File: config.mk
export PLATFORM = sky130hd
export DESIGN_NAME = seven_seg_reader
export DESIGN_NICKNAME = d
export VERILOG_FILES = /design/src/rtl/seven_seg_reader.sv
export SDC_FILE = /design/constraint.sdc
export NUM_CORES = 1
export LEC_CHECK = 0
export CORE_MARGIN = 1.5
export CORE_UTILIZATION = 35
export CTS_BUF_LIST = sky130_fd_sc_hd__clkbuf_8
export CTS_CLUSTER_DIAMETER = 100
export CTS_CLUSTER_SIZE = 8
export DETAILED_ROUTE_END_ITERATION = 6
export GPL_TIMING_DRIVEN = 0
export HOLD_SLACK_MARGIN = 0.02
export PLACE_DENSITY_LB_ADDON = 0.12
export SYNTH_ARGS = -nofsm -noshare
export SYNTH_HDL_FRONTEND = slang
export SYNTH_SLANG_ARGS = --single-unit
File: constraint.sdc
create_clock -name clk -period 3.6 [get_ports clk]
set_clock_uncertainty 0.05 [all_clocks]
set_input_delay 0.72 -clock clk [delete_from_list [all_inputs] [get_ports clk]]
set_output_delay 0.72 -clock clk [all_outputs]
set_load 0.01 [all_outputs]
File: src/rtl/seven_seg_reader.sv
// Receive side of the hex seven-segment display bus: synchronizes the multiplexed segment and
// select lines, waits for a stable glyph, decodes it and streams per-digit change events.
module seven_seg_reader #(
    parameter int unsigned N_DIGITS      = 4,
    parameter int unsigned STABLE_CYCLES = 16,
    parameter int unsigned SEG_ACT_LOW   = 1
) (
    input  logic                  clk,
    input  logic                  rst,
    input  logic                  seg_a,
    input  logic                  seg_b,
    input  logic                  seg_c,
    input  logic                  seg_d,
    input  logic                  seg_e,
    input  logic                  seg_f,
    input  logic                  seg_g,
    input  logic [N_DIGITS-1:0]   dig_sel_n,
    output logic                  out_valid,
    input  logic                  out_ready,
    output logic [2:0]            out_digit,
    output logic [3:0]            out_code,
    output logic                  out_blank,
    output logic                  out_err,
    output logic                  overrun,
    output logic [4*N_DIGITS-1:0] disp_codes
);
    localparam int unsigned   CW       = $clog2(STABLE_CYCLES + 1);
    localparam int unsigned   IW       = (N_DIGITS > 1) ? $clog2(N_DIGITS) : 1;
    localparam logic [CW-1:0] CNT_ONE  = CW'(1);
    localparam logic [CW-1:0] CNT_LAST = CW'(STABLE_CYCLES);
    localparam logic [6:0]    SEG_DARK = (SEG_ACT_LOW != 0) ? 7'h7F : 7'h00;

    typedef enum logic [1:0] {ST_IDLE, ST_SETTLE, ST_HOLD} state_t;

    state_t                   state_q, state_d;
    logic [CW-1:0]            count_q, count_d;
    logic                     capture;
    logic [6:0]               seg_s1, seg_s2, seg_prev;
    logic [N_DIGITS-1:0]      sel_s1, sel_s2, sel_prev;
    logic [6:0]               lit;
    logic [N_DIGITS-1:0]      sel_act;
    logic [3:0]               sel_hits;
    logic [IW-1:0]            sel_idx;
    logic                     sel_ok;
    logic                     same;
    logic [3:0]               dec_code;
    logic                     dec_blank;
    logic                     dec_err;
    logic [N_DIGITS-1:0][3:0] tbl_code;
    logic [N_DIGITS-1:0]      tbl_blank;
    logic [N_DIGITS-1:0]      tbl_err;
    logic                     changed;
    logic                     evt_pend;
    logic [2:0]               evt_digit;
    logic [3:0]               evt_code;
    logic                     evt_blank;
    logic                     evt_err;

    // Two-flop synchronizers; reset value reads as "all dark, no digit selected".
    always_ff @(posedge clk or posedge rst) begin
        if (rst) begin
            seg_s1   <= SEG_DARK;
            seg_s2   <= SEG_DARK;
            seg_prev <= SEG_DARK;
            sel_s1   <= '1;
            sel_s2   <= '1;
            sel_prev <= '1;
        end else begin
            seg_s1   <= {seg_g, seg_f, seg_e, seg_d, seg_c, seg_b, seg_a};
            seg_s2   <= seg_s1;
            seg_prev <= seg_s2;
            sel_s1   <= dig_sel_n;
            sel_s2   <= sel_s1;
            sel_prev <= sel_s2;
        end
    end

    assign lit     = (SEG_ACT_LOW != 0) ? ~seg_s2 : seg_s2;
    assign sel_act = ~sel_s2;
    assign same    = (seg_s2 == seg_prev) && (sel_s2 == sel_prev);
    assign sel_ok  = (sel_hits == 4'd1);

    always_comb begin
        sel_hits = '0;
        sel_idx  = '0;
        for (int unsigned i = 0; i < N_DIGITS; i++) begin
            if (sel_act[i]) begin
                sel_hits = sel_hits + 4'd1;
                sel_idx  = IW'(i);
            end
        end
    end

    always_comb begin
        dec_code  = '0;
        dec_blank = 1'b0;
        dec_err   = 1'b0;
        case (lit)
            7'h3F: dec_code = 4'h0;
            7'h06: dec_code = 4'h1;
            7'h5B: dec_code = 4'h2;
            7'h4F: dec_code = 4'h3;
            7'h66: dec_code = 4'h4;
            7'h6D: dec_code = 4'h5;
            7'h7D: dec_code = 4'h6;
            7'h07: dec_code = 4'h7;
            7'h7F: dec_code = 4'h8;
            7'h6F: dec_code = 4'h9;
            7'h77: dec_code = 4'hA;
            7'h7C: dec_code = 4'hB;
            7'h39: dec_code = 4'hC;
            7'h5E: dec_code = 4'hD;
            7'h79: dec_code = 4'hE;
            7'h71: dec_code = 4'hF;
            7'h00: dec_blank = 1'b1;
            default: dec_err = 1'b1;
        endcase
    end

    always_ff @(posedge clk or posedge rst) begin
        if (rst) begin
            state_q <= ST_IDLE;
            count_q <= '0;
        end else begin
            state_q <= state_d;
            count_q <= count_d;
        end
    end

    // Capture fires on the edge where the STABLE_CYCLES-th identical sample is counted.
    always_comb begin
        state_d = state_q;
        count_d = count_q;
        capture = 1'b0;
        case (state_q)
            ST_IDLE: begin
                if (sel_ok) begin
                    state_d = ST_SETTLE;
                    count_d = CNT_ONE;
                end else begin
                    count_d = '0;
                end
            end
            ST_SETTLE, ST_HOLD: begin
                if (!same) begin
                    if (sel_ok) begin
                        state_d = ST_SETTLE;
                        count_d = CNT_ONE;
                    end else begin
                        state_d = ST_IDLE;
                        count_d = '0;
                    end
                end else if (state_q == ST_SETTLE) begin
                    if (count_q + CNT_ONE == CNT_LAST) begin
                        state_d = ST_HOLD;
                        capture = 1'b1;
                    end
                    count_d = count_q + CNT_ONE;
                end
            end
            default: begin
                state_d = ST_IDLE;
                count_d = '0;
            end
        endcase
    end

    assign changed = (dec_code != tbl_code[sel_idx]) || (dec_blank != tbl_blank[sel_idx]) ||
                     (dec_err != tbl_err[sel_idx]);

    always_ff @(posedge clk or posedge rst) begin
        if (rst) begin
            tbl_code  <= '0;
            tbl_blank <= '1;
            tbl_err   <= '0;
            evt_pend  <= 1'b0;
            evt_digit <= '0;
            evt_code  <= '0;
            evt_blank <= 1'b0;
            evt_err   <= 1'b0;
        end else begin
            evt_pend <= 1'b0;
            if (capture && changed) begin
                tbl_code[sel_idx]  <= dec_code;
                tbl_blank[sel_idx] <= dec_blank;
                tbl_err[sel_idx]   <= dec_err;
                evt_pend           <= 1'b1;
                evt_digit          <= 3'(sel_idx);
                evt_code           <= dec_code;
                evt_blank          <= dec_blank;
                evt_err            <= dec_err;
            end
        end
    end

    assign disp_codes = tbl_code;

    always_ff @(posedge clk or posedge rst) begin
        if (rst) begin
            out_valid <= 1'b0;
            out_digit <= '0;
            out_code  <= '0;
            out_blank <= 1'b0;
            out_err   <= 1'b0;
            overrun   <= 1'b0;
        end else if (evt_pend) begin
            if (!out_valid || out_ready) begin
                out_valid <= 1'b1;
                out_digit <= evt_digit;
                out_code  <= evt_code;
                out_blank <= evt_blank;
                out_err   <= evt_err;
            end else begin
                overrun <= 1'b1;
            end
        end else if (out_valid && out_ready) begin
            out_valid <= 1'b0;
        end
    end

endmodule

# --- Word level (Yosys, flattened, before mapping) ---
# Cells that the tools add are included.
op_classes:
  reduce_logical: 17
  n_eq_ne: 29
  div_mod_pow: 0
  addsub: 4
  n_bitwise: 3
  n_mux: 41
  n_mul: 0
  shift: 0
  magnitude_cmp: 2
op_table:
  columns: ["op", "count"]
  rows:
  - ["equality test 7 bit (second input constant)", 12]
  - ["case mux 4 bit (15 select lines)", 1]
  - ["two-way mux 4 bit", 5]
  - ["two-way mux 1 bit", 17]
  - ["OR reduction 17 bit", 1]
  - ["bitwise mux 16 bit", 1]
  - ["equality test 7 x 3 -> 1 bit (second input constant)", 2]
  - ["equality test 7 x 6 -> 1 bit (second input constant)", 2]
  - ["adder 4 x 1 -> 4 bit (second input constant)", 3]
  - ["two-way mux 2 bit", 6]
  - ["two-way mux 5 bit", 2]
  - ["case mux 5 bit (2 select lines)", 1]
  - ["binary-select mux 4 bit (select 2 bit)", 1]
  - ["bitwise mux 4 bit", 2]
  - ["demux 4 bit (select 2 bit)", 1]
  - ["equality test 7 bit", 1]
  - ["logical NOT 7 bit", 1]
  - ["NOT 7 bit", 1]
  - ["inequality test 3 bit (second input constant)", 2]
  - ["AND reduction 2 bit", 3]
  - ["adder 5 x 1 -> 5 bit (second input constant)", 1]
  - ["equality test 5 bit (second input constant)", 1]
  - ["binary-select mux 1 bit (select 2 bit)", 2]
  - ["equality test 4 x 1 -> 1 bit (second input constant)", 1]
  - ["other kinds (20)", 26]
totals:
  romBits: 0
  in_bits: 14
  latch_bits: 0
  output_inout_bits: 27
  n_memories: 0
  regBits: 83
  mem_bits_rw: 0
  elab_cells: 121

# --- Longest topological paths before layout ---
# Gate-level depths: netlist (run 1).
logic_depth:
  ltp_word: 12
  depth_mapped: 11
  ltp_nobuf: 10

# --- Worst setup path before layout (run 1) ---
# Ideal clock, no wire load.
synth_timing:
  kind: "register to register"
  from: "register seg_s2[3]"
  to: "register tbl_code, in the netlist disp_codes[10]"
  slack_ns: 0.584
  period_less_slack_ns: 3.016
  t_required_ns: 3.425
  arrival_time_ns: 2.841
  path_buffers: 2
  stages_incl_launch_ff: 10
  setup_ns: 0.125
  path_cell_list: "dfstp_2 -> buf_4 -> a211o_1 -> a2111oi_0 -> or4_1 -> buf_4 -> nor3_4 -> xor2_4 -> a311oi_2 -> mux2_2"
synth_between:
  elab_chain_len: 7
  word_cells_on_any_way: 33
  cone_classes: "eq/ne (20); mux (6); bitwise (1); reduce/logical (6)"
synth_rtl:
  columns: ["item", "line_no", "text"]
  rows:
  - ["start, declared", "38", "logic [6:0] seg_s1, seg_s2, seg_prev;"]
  - ["start signal, assigned", "70", "seg_s2 <= seg_s1;"]
  - ["NOT 7 bit", "78", "assign lit = (SEG_ACT_LOW != 0) ? ~seg_s2 : seg_s2;"]
  - ["equality test 7 bit, or another cell as far along", "98", "case (lit)"]
  - ["case mux 4 bit (15 select lines), or another cell as far along", "98", null]
  - ["inequality test 4 bit, or another cell as far along", "168", "assign changed = (dec_code != tbl_code[sel_idx]) || (dec_blank != tbl_blank[sel_idx]) ||"]
  - ["logical OR 1 bit or inequality test 1 bit (tied branches)", "168, 169", null]
  - ["logical OR 1 bit", "168", null]
  - ["logical AND 1 bit", "183", "if (capture && changed) begin"]
  - ["end signal, assigned by index", "184", "tbl_code[sel_idx] <= dec_code;"]
  - ["end, declared", "49", "logic [N_DIGITS-1:0][3:0] tbl_code;"]
# Several ways; a longest one is shown, not always the timed one.
# A chain may end at the register's enable or synchronous reset.

# --- Worst setup path after layout (run 1) ---
layout_timing:
  from: "register seg_s2[3]"
  to: "register tbl_code, in the netlist disp_codes[0]"
# Same word-level chain as after synthesis.

==> metrics.txt, run 1 <==
largest net degree at the start of global routing=46; Yosys cell types=62; CP max stage cell=dfstp_2; buffers added on ports=39; switching share of power=25.2%; worst path bufs/invs=2; synthesized area per cell=12.0 um^2; Die Y-Extent=110 um; Setup Viol. Count Final=0; final wirelength=8190 um; Critical Path, Cell by Cell=buf_4 -> a211o_1 -> a2111oi_0 -> or4_1 -> buf_4 -> nor3_4 -> xor2_4 -> a311oi_4 -> mux2_1; number of remaining DRC errors=0; NumNets Final=408; Worst Hold Launch=sel_s1[3]; Syn Nets=between 300 and 400; worst min path class=register to register; Tcrit/Tclk final=93.3%; setup TNS=0 ns; post-route insts no fill=roughly 530; hold path depth=0; CTS tree=built; Max H-tree Level=3; CP Max Fanout=10; Reg clk slew, reported paths=around 0.08 ns; CP endpoint kind=register; row count=38; Internal Power=around 0.0014 W; Die X=110 um; post-route ant nets=0; Setup WS pre-CTS=0.0968 ns; post-synthesis sequential area ratio=53.3%; Initial Utilization=roughly 36%; Fmax achieved=298 MHz; top_reg_cell synth=dfrtp_1; DIE AREA=approximately 12000 um^2; wire per inst=15.4 um; number of global-route vias before repair=2638; Final HPWL DP=5940 um; Clock Root Buffer=clkbuf_8; Vias/cell=5.01; drt pass-1 iters=4; worst endpoint required time=~3.8 ns; antenna violations before repair=0; Final Wtd Congestion=0.802; post-route setup slack=0.240 ns; Crit Path Category=register to register; RSZ-0062 raised after global routing=false; cell area power density=393 nW/um^2; share of total power in combinational logic=10.4%; Cells after Synth=333; R2R Path End=disp_codes[0]; status=complete, no violations; Via Count=2659; Leakage=2.03 nW; Max Cap Viol=0; Critical Path AT=3.55 ns; most frequent cells in the layout=46 x dfrtp_1, 39 x clkdlybuf4s50_1, 37 x dfstp_2; hold_buf cts=0; Seq pwr share=52.5%; hold path endpoint=sel_s2[3]; placed insts=a little over 500; ranking of synthesized cells by area=dfrtp_1 29%, dfstp_2 24%, mux2_2 4.8%; All-Layer GR Usage=around 15%; Top Ports=41; slew margin rel.=31.5%; Critical Path Start Type=register; grt total ovfl=0; max-slew violations=0; CTS Sinks=slightly above 80; core area=11000 um^2; DRT iter0 DRCs=94; Area growth syn-to-layout=21.0%; Clk pwr share=37.1%; post-route minimum period=approximately 3.4 ns; synthesized area=3990 um^2; layout cells sized above 1=~25%; Synth area leader=dfrtp_1; CP max stage delay=roughly 0.56 ns; worst vdd ir=~0.24 mV; worst skew pair latency=0.35 ns; worst r2r path cells=9; Yosys top cell area share=roughly 29%; Seq cells post-synth=83; switching pwr=0.000478 W; fraction of registers with async set/reset=100%; number of flops mapped to enable cells by yosys=0; commonest non-fill, non-tap cell in the layout=dfrtp_1; global-route wire length before repair=13600 um; CTS Buffer Depth=2; Synth Warn #=0; Final Hold Viols=0; measured slew at the worst slew-check pin=1.03 ns; Worst R2R Setup Slack=0.24 ns; reg-to-reg startpoint=seg_s2[3]; Inserted Clock Buffers=9; Crit path top cell by count=buf_4; Antenna diodes=0; CP top delay family=simple AND/OR/NAND/NOR gates
## logic make-up (layout without fill, tap and decap cells)
logic type                 Yosys count  in the layout  synth area share (%)
DFF                                 83             83                  53.3
adders and majority gates            8              8                  2.51
other                                1              1                0.0941
buffers and inverters               39             97                  4.39
muxes                               36             36                  9.98
AOI/OAI and AO/OA                   59             59                  12.2
xor gates and xnor gates            21             21                  5.08
and+or+nand+nor                     86             86                  12.4
## stage by stage
| stage | hold slack [ns] | utilization [%] | total power (W) | instance area [um^2] |
|---|---|---|---|---|
| floorplan | 0.295 | - | 0.00115 | 3990 |
| global placement | 0.296 | 41.4 | 0.00120 | 4550 |
| detailed placement | 0.297 | 41.7 | 0.00121 | 4580 |
| CTS | 0.306 | 43.6 | 0.00192 | 4790 |
| global route | 0.308 | 43.9 | 0.00200 | 4820 |
| finish | 0.308 | 43.9 | 0.00190 | 4820 |
## state kept, by name, summed over array words and instances (netlist names), 4 cells and up
signal / flops
count_q: 5
disp_codes: 16
evt_code: 4
out_code: 4
seg_prev: 7
seg_s1: 7
seg_s2: 7
sel_prev: 4
sel_s1: 4
sel_s2: 4
tbl_blank: 4
tbl_err: 4
## worst reg2reg max path, delay by kind of cell (launching register included)
| kind | cells | cell delay, ns |
|---|---|---|
| simple gates | 2 | 0.88 |
| compound gates | 3 | 0.82 |
| xor+xnor | 1 | 0.21 |
| buf+inv | 2 | 0.36 |
| mux | 1 | 0.38 |
| flops | 1 | 0.56 |
## layout make-up
| type | count | area (um^2) |
|---|---|---|
| buffer | 14 | 81.3 |
| timing repair buffer | 42 | 433 |
| tap | 140 | 175 |
| clock inverter | 5 | 58.8 |
| multi-input combinational | 211 | 1700 |
| sequential | 83 | 2120 |
| clock buffer | 11 | 151 |
| fill | 1021 | 6160 |
| inverter | 25 | 96.3 |
## power groups by stage
stage	logic, W	clock network, W	registers, W
floorplan	0.000143	0	0.00101
global placement	0.000188	0	0.00101
detailed placement	0.000195	0	0.00101
CTS	0.000196	0.000733	0.000996
global route	0.000221	0.000778	0.00100
finish	0.000196	0.000704	0.000996
## Yosys cell counts, types with 2 or more instances
library cell,n
dfrtp_1,46
dfstp_2,37
inv_1,25
o21ai_0,18
mux2_2,17
nand2_1,15
nor2_1,15
mux2_1,13
xnor2_1,13
nand3_1,11
ha_1,8
xor2_1,7
buf_4,6
mux2i_1,6
nor3_1,6
a21oi_1,5
buf_2,5
nor2b_1,5
and2_1,4
nand2b_1,4
nand4_1,4
o311ai_0,4
o31ai_1,4
a311oi_4,3
clkbuf_1,3
a211o_1,2
a21o_1,2
a221o_1,2
a222oi_1,2
a32oi_1,2
and3_1,2
and4_1,2
nand3b_1,2
nor3b_1,2
nor4_1,2
o22ai_1,2
or4b_1,2
## how the worst max path moves through the flow
stage               startpoint              to  slack, ns  cells past startpoint
floorplan            seg_s2[3]  disp_codes[10]       0.58                      9
global placement           rst      count_q[4]      -0.62                      2
detailed placement   seg_s2[3]   disp_codes[8]        0.1                      9
CTS                  seg_s2[3]  disp_codes[10]       0.07                      9
global route         sel_s2[3]   disp_codes[8]       0.04                      8
finish               seg_s2[3]   disp_codes[0]       0.24                      9
## routing by layer
| metal | global-route usage (%) | wire length (um) | share of wire (%) | up-vias |
|---|---|---|---|---|
| met5 | 0 | 0 | 0 | - |
| met4 | 6.12 | 111 | 1.4 | 0 |
| met3 | 4.33 | 329 | 4.0 | 10 |
| met2 | 21.9 | 3810 | 46 | 47 |
| met1 | 20.7 | 3940 | 48 | 1315 |
| li1 | - | - | - | 1287 |
## what timing repair did
item | 4_1_cts | 5_1_grt
setup endpoints to repair | 0 | 17
setup buffers | 0 | 2
gates resized for setup | 0 | 2
(Power assumes the default switching activity.)
==> run 2, diff against run 1 <==
--- a/config.mk
+++ b/config.mk
@@ -6,5 +6,4 @@
 export NUM_CORES = 1
 export LEC_CHECK = 0
-export CORE_MARGIN = 1.5
 export CORE_UTILIZATION = 35
 export CTS_BUF_LIST = sky130_fd_sc_hd__clkbuf_8
==> constraint.sdc (replaced) <==
create_clock -name clk -period 3.6 [get_ports clk]
set_clock_uncertainty 0.05 [all_clocks]
set_input_delay 0.36 -clock clk [delete_from_list [all_inputs] [get_ports clk]]
set_output_delay 0.36 -clock clk [all_outputs]
set_load 0.01 [all_outputs]
==> run 2 against run 1 <==
Clock power down 3.1%. Die area decreased by 1.8%. Non-clock buffer count fell by 1. Critical path type unchanged. Utilization shrank 0.14 points. Critical path depth did not move. Critical endpoint is now disp_codes[5]. Global-route usage grew 0.69 points. Final area fell by 0.31%. Count of clock-buffer cells in the layout down 1. Power is 1.2% lower. Worst setup slack improved by 0.013 ns.
==> metrics.txt, run 2 (synthesis gave the netlist of run 1 again) <==
Setup Viol. Count Final=0; hold_buf cts=0; NumNets Final=407; row count=38; Final Wtd Congestion=0.823; status=complete, no violations; core area=11000 um^2; worst skew pair latency=about 0.36 ns; largest net degree at the start of global routing=between 60 and 70; measured slew at the worst slew-check pin=0.977 ns; Worst R2R Setup Slack=0.25 ns; R2R Path End=disp_codes[5]; antenna violations before repair=0; Critical Path, Cell by Cell=buf_4 -> a211o_1 -> a2111oi_0 -> or4_1 -> buf_4 -> nor3_4 -> xor2_4 -> a311oi_4 -> mux2_1; wire per inst=15.4 um; Reg clk slew, reported paths=0.09 ns; most frequent cells in the layout=46 x dfrtp_1, 39 x clkdlybuf4s50_1, 37 x dfstp_2; critical path depth=9; Tcrit/Tclk final=93.0%; final wirelength=8180 um; drt pass-1 iters=4; Crit path top cell by count=buf_4; Die X=109 um; Clock Root Buffer=clkbuf_8; end of the critical path=disp_codes[5]; CP max stage cell=dfstp_2; hold_ws=0.227 ns; number of remaining DRC errors=0; CP max stage delay=0.56 ns; cell area power density=390 nW/um^2; Inserted Clock Buffers=9; Finished Core Util=43.8%; Via Count=2697; Vias/cell=5.09; CP top delay family=simple AND/OR/NAND/NOR gates; Largest register FFs=16; Leakage=2.03 nW; number of global-route vias before repair=roughly 2700; post-route ant nets=0; Final HPWL DP=5840 um; Antenna diodes=0; CTS tree=built; All-Layer GR Usage=~16%; CP endpoint kind=register; Crit Path Category=register to register; Top Ports=41; worst endpoint required time=3.79 ns; reg-to-reg startpoint=seg_s2[3]; Critical Path AT=3.54 ns; Worst Setup SP=seg_s2[3]; RSZ-0062 raised after global routing=false; Die Y-Extent=~110 um; max-slew violations=0; Setup WS pre-CTS=0.0977 ns; Area growth syn-to-layout=20.6%; CTS Sinks=slightly above 80; slew margin rel.=34.9%; Max H-tree Level=3; CP Max Fanout=10; DRT iter0 DRCs=106; grt total ovfl=0; commonest non-fill, non-tap cell in the layout=dfrtp_1; worst r2r path cells=9; Initial Utilization=a little over a third; worst path bufs/invs=2; DIE AREA=11800 um^2; buffers added on ports=39; worst vdd ir=around 0.22 mV; Final Hold Viols=0; post-route minimum period=3.35 ns; global-route wire length before repair=between 10000 and 15000 um; CTS Buffer Depth=2; Critical Path Start Type=register; layout cells sized above 1=24.4%; Fmax achieved=299 MHz; post-route setup slack=0.253 ns; Fillers=approximately 1000; Max Cap Viol=0; worst min path class=input pin to asynchronous set/reset pin
==> run 2: timing repair <==
item                                    in CTS  in global routing
buffers inserted                             0                  1
gates resized for setup                      0                  2
endpoints found under the setup margin       0                  6
==> run 2: stage by stage <==
step	power [W]	area, um^2	setup TNS [ns]	cells
after global routing	0.00198	4810	0	530
after floorplan	0.00115	3990	0	333
after global placement	0.00120	4550	-12.57	512
final	0.00187	4810	0	530
after CTS	0.00191	4780	0	529
after detailed placement	0.00121	4580	0	513
==> run 2: layout make-up <==
cell class | instances | area (um^2) | area share (%)
well taps | 140 | 175 | 3.64
flip-flops and latches | 83 | 2120 | 44.2
inverters | 25 | 96.3 | 2.00
multi-input cells | 211 | 1700 | 35.4
clock inverters | 6 | 65.1 | 1.35
repair buffers | 41 | 425 | 8.85
plain buffers | 14 | 81.3 | 1.69
clock buffers | 10 | 138 | 2.86
==> run 2: how the worst min path moves through the flow <==
stage / endpoint / slack, ns / cells past startpoint / start
2_1_floorplan: seg_s2[0] / 0.30 / 0 / seg_s1[0]
3_3_place_gp: seg_s2[6] / 0.30 / 0 / seg_s1[6]
3_5_place_dp: sel_s2[3] / 0.30 / 0 / sel_s1[3]
4_1_cts: out_code[0] / 0.21 / 2 / rst
5_1_grt: out_code[0] / 0.24 / 2 / rst
6_report: out_code[0] / 0.23 / 2 / rst
==> run 2: routing by layer <==
layer / GRT usage, % / vias up / wire length [um]
li1: - / 1294 / -
met1: 20.8 / 1347 / 3850
met3: 3.65 / 9 / 307
met2: 24.5 / 47 / 3900
met5: 0 / - / 0
met4: 6.66 / 0 / 124
==> run 2: report_power, final <==
group	leakage (nW)	internal [W]	total (W)	switching, W
sequential	1.03	0.000974	0.000996	0.0000216
clock	0.108	0.000341	0.000682	0.000341
combinational	0.892	0.0000826	0.000197	0.000114
==> run 3, diff against run 2 <==
Settings changed: CTS_CLUSTER_DIAMETER 100 to 120.
==> results of run 3 <==
Final layout, timing and power as in run 2 (identical DEF).
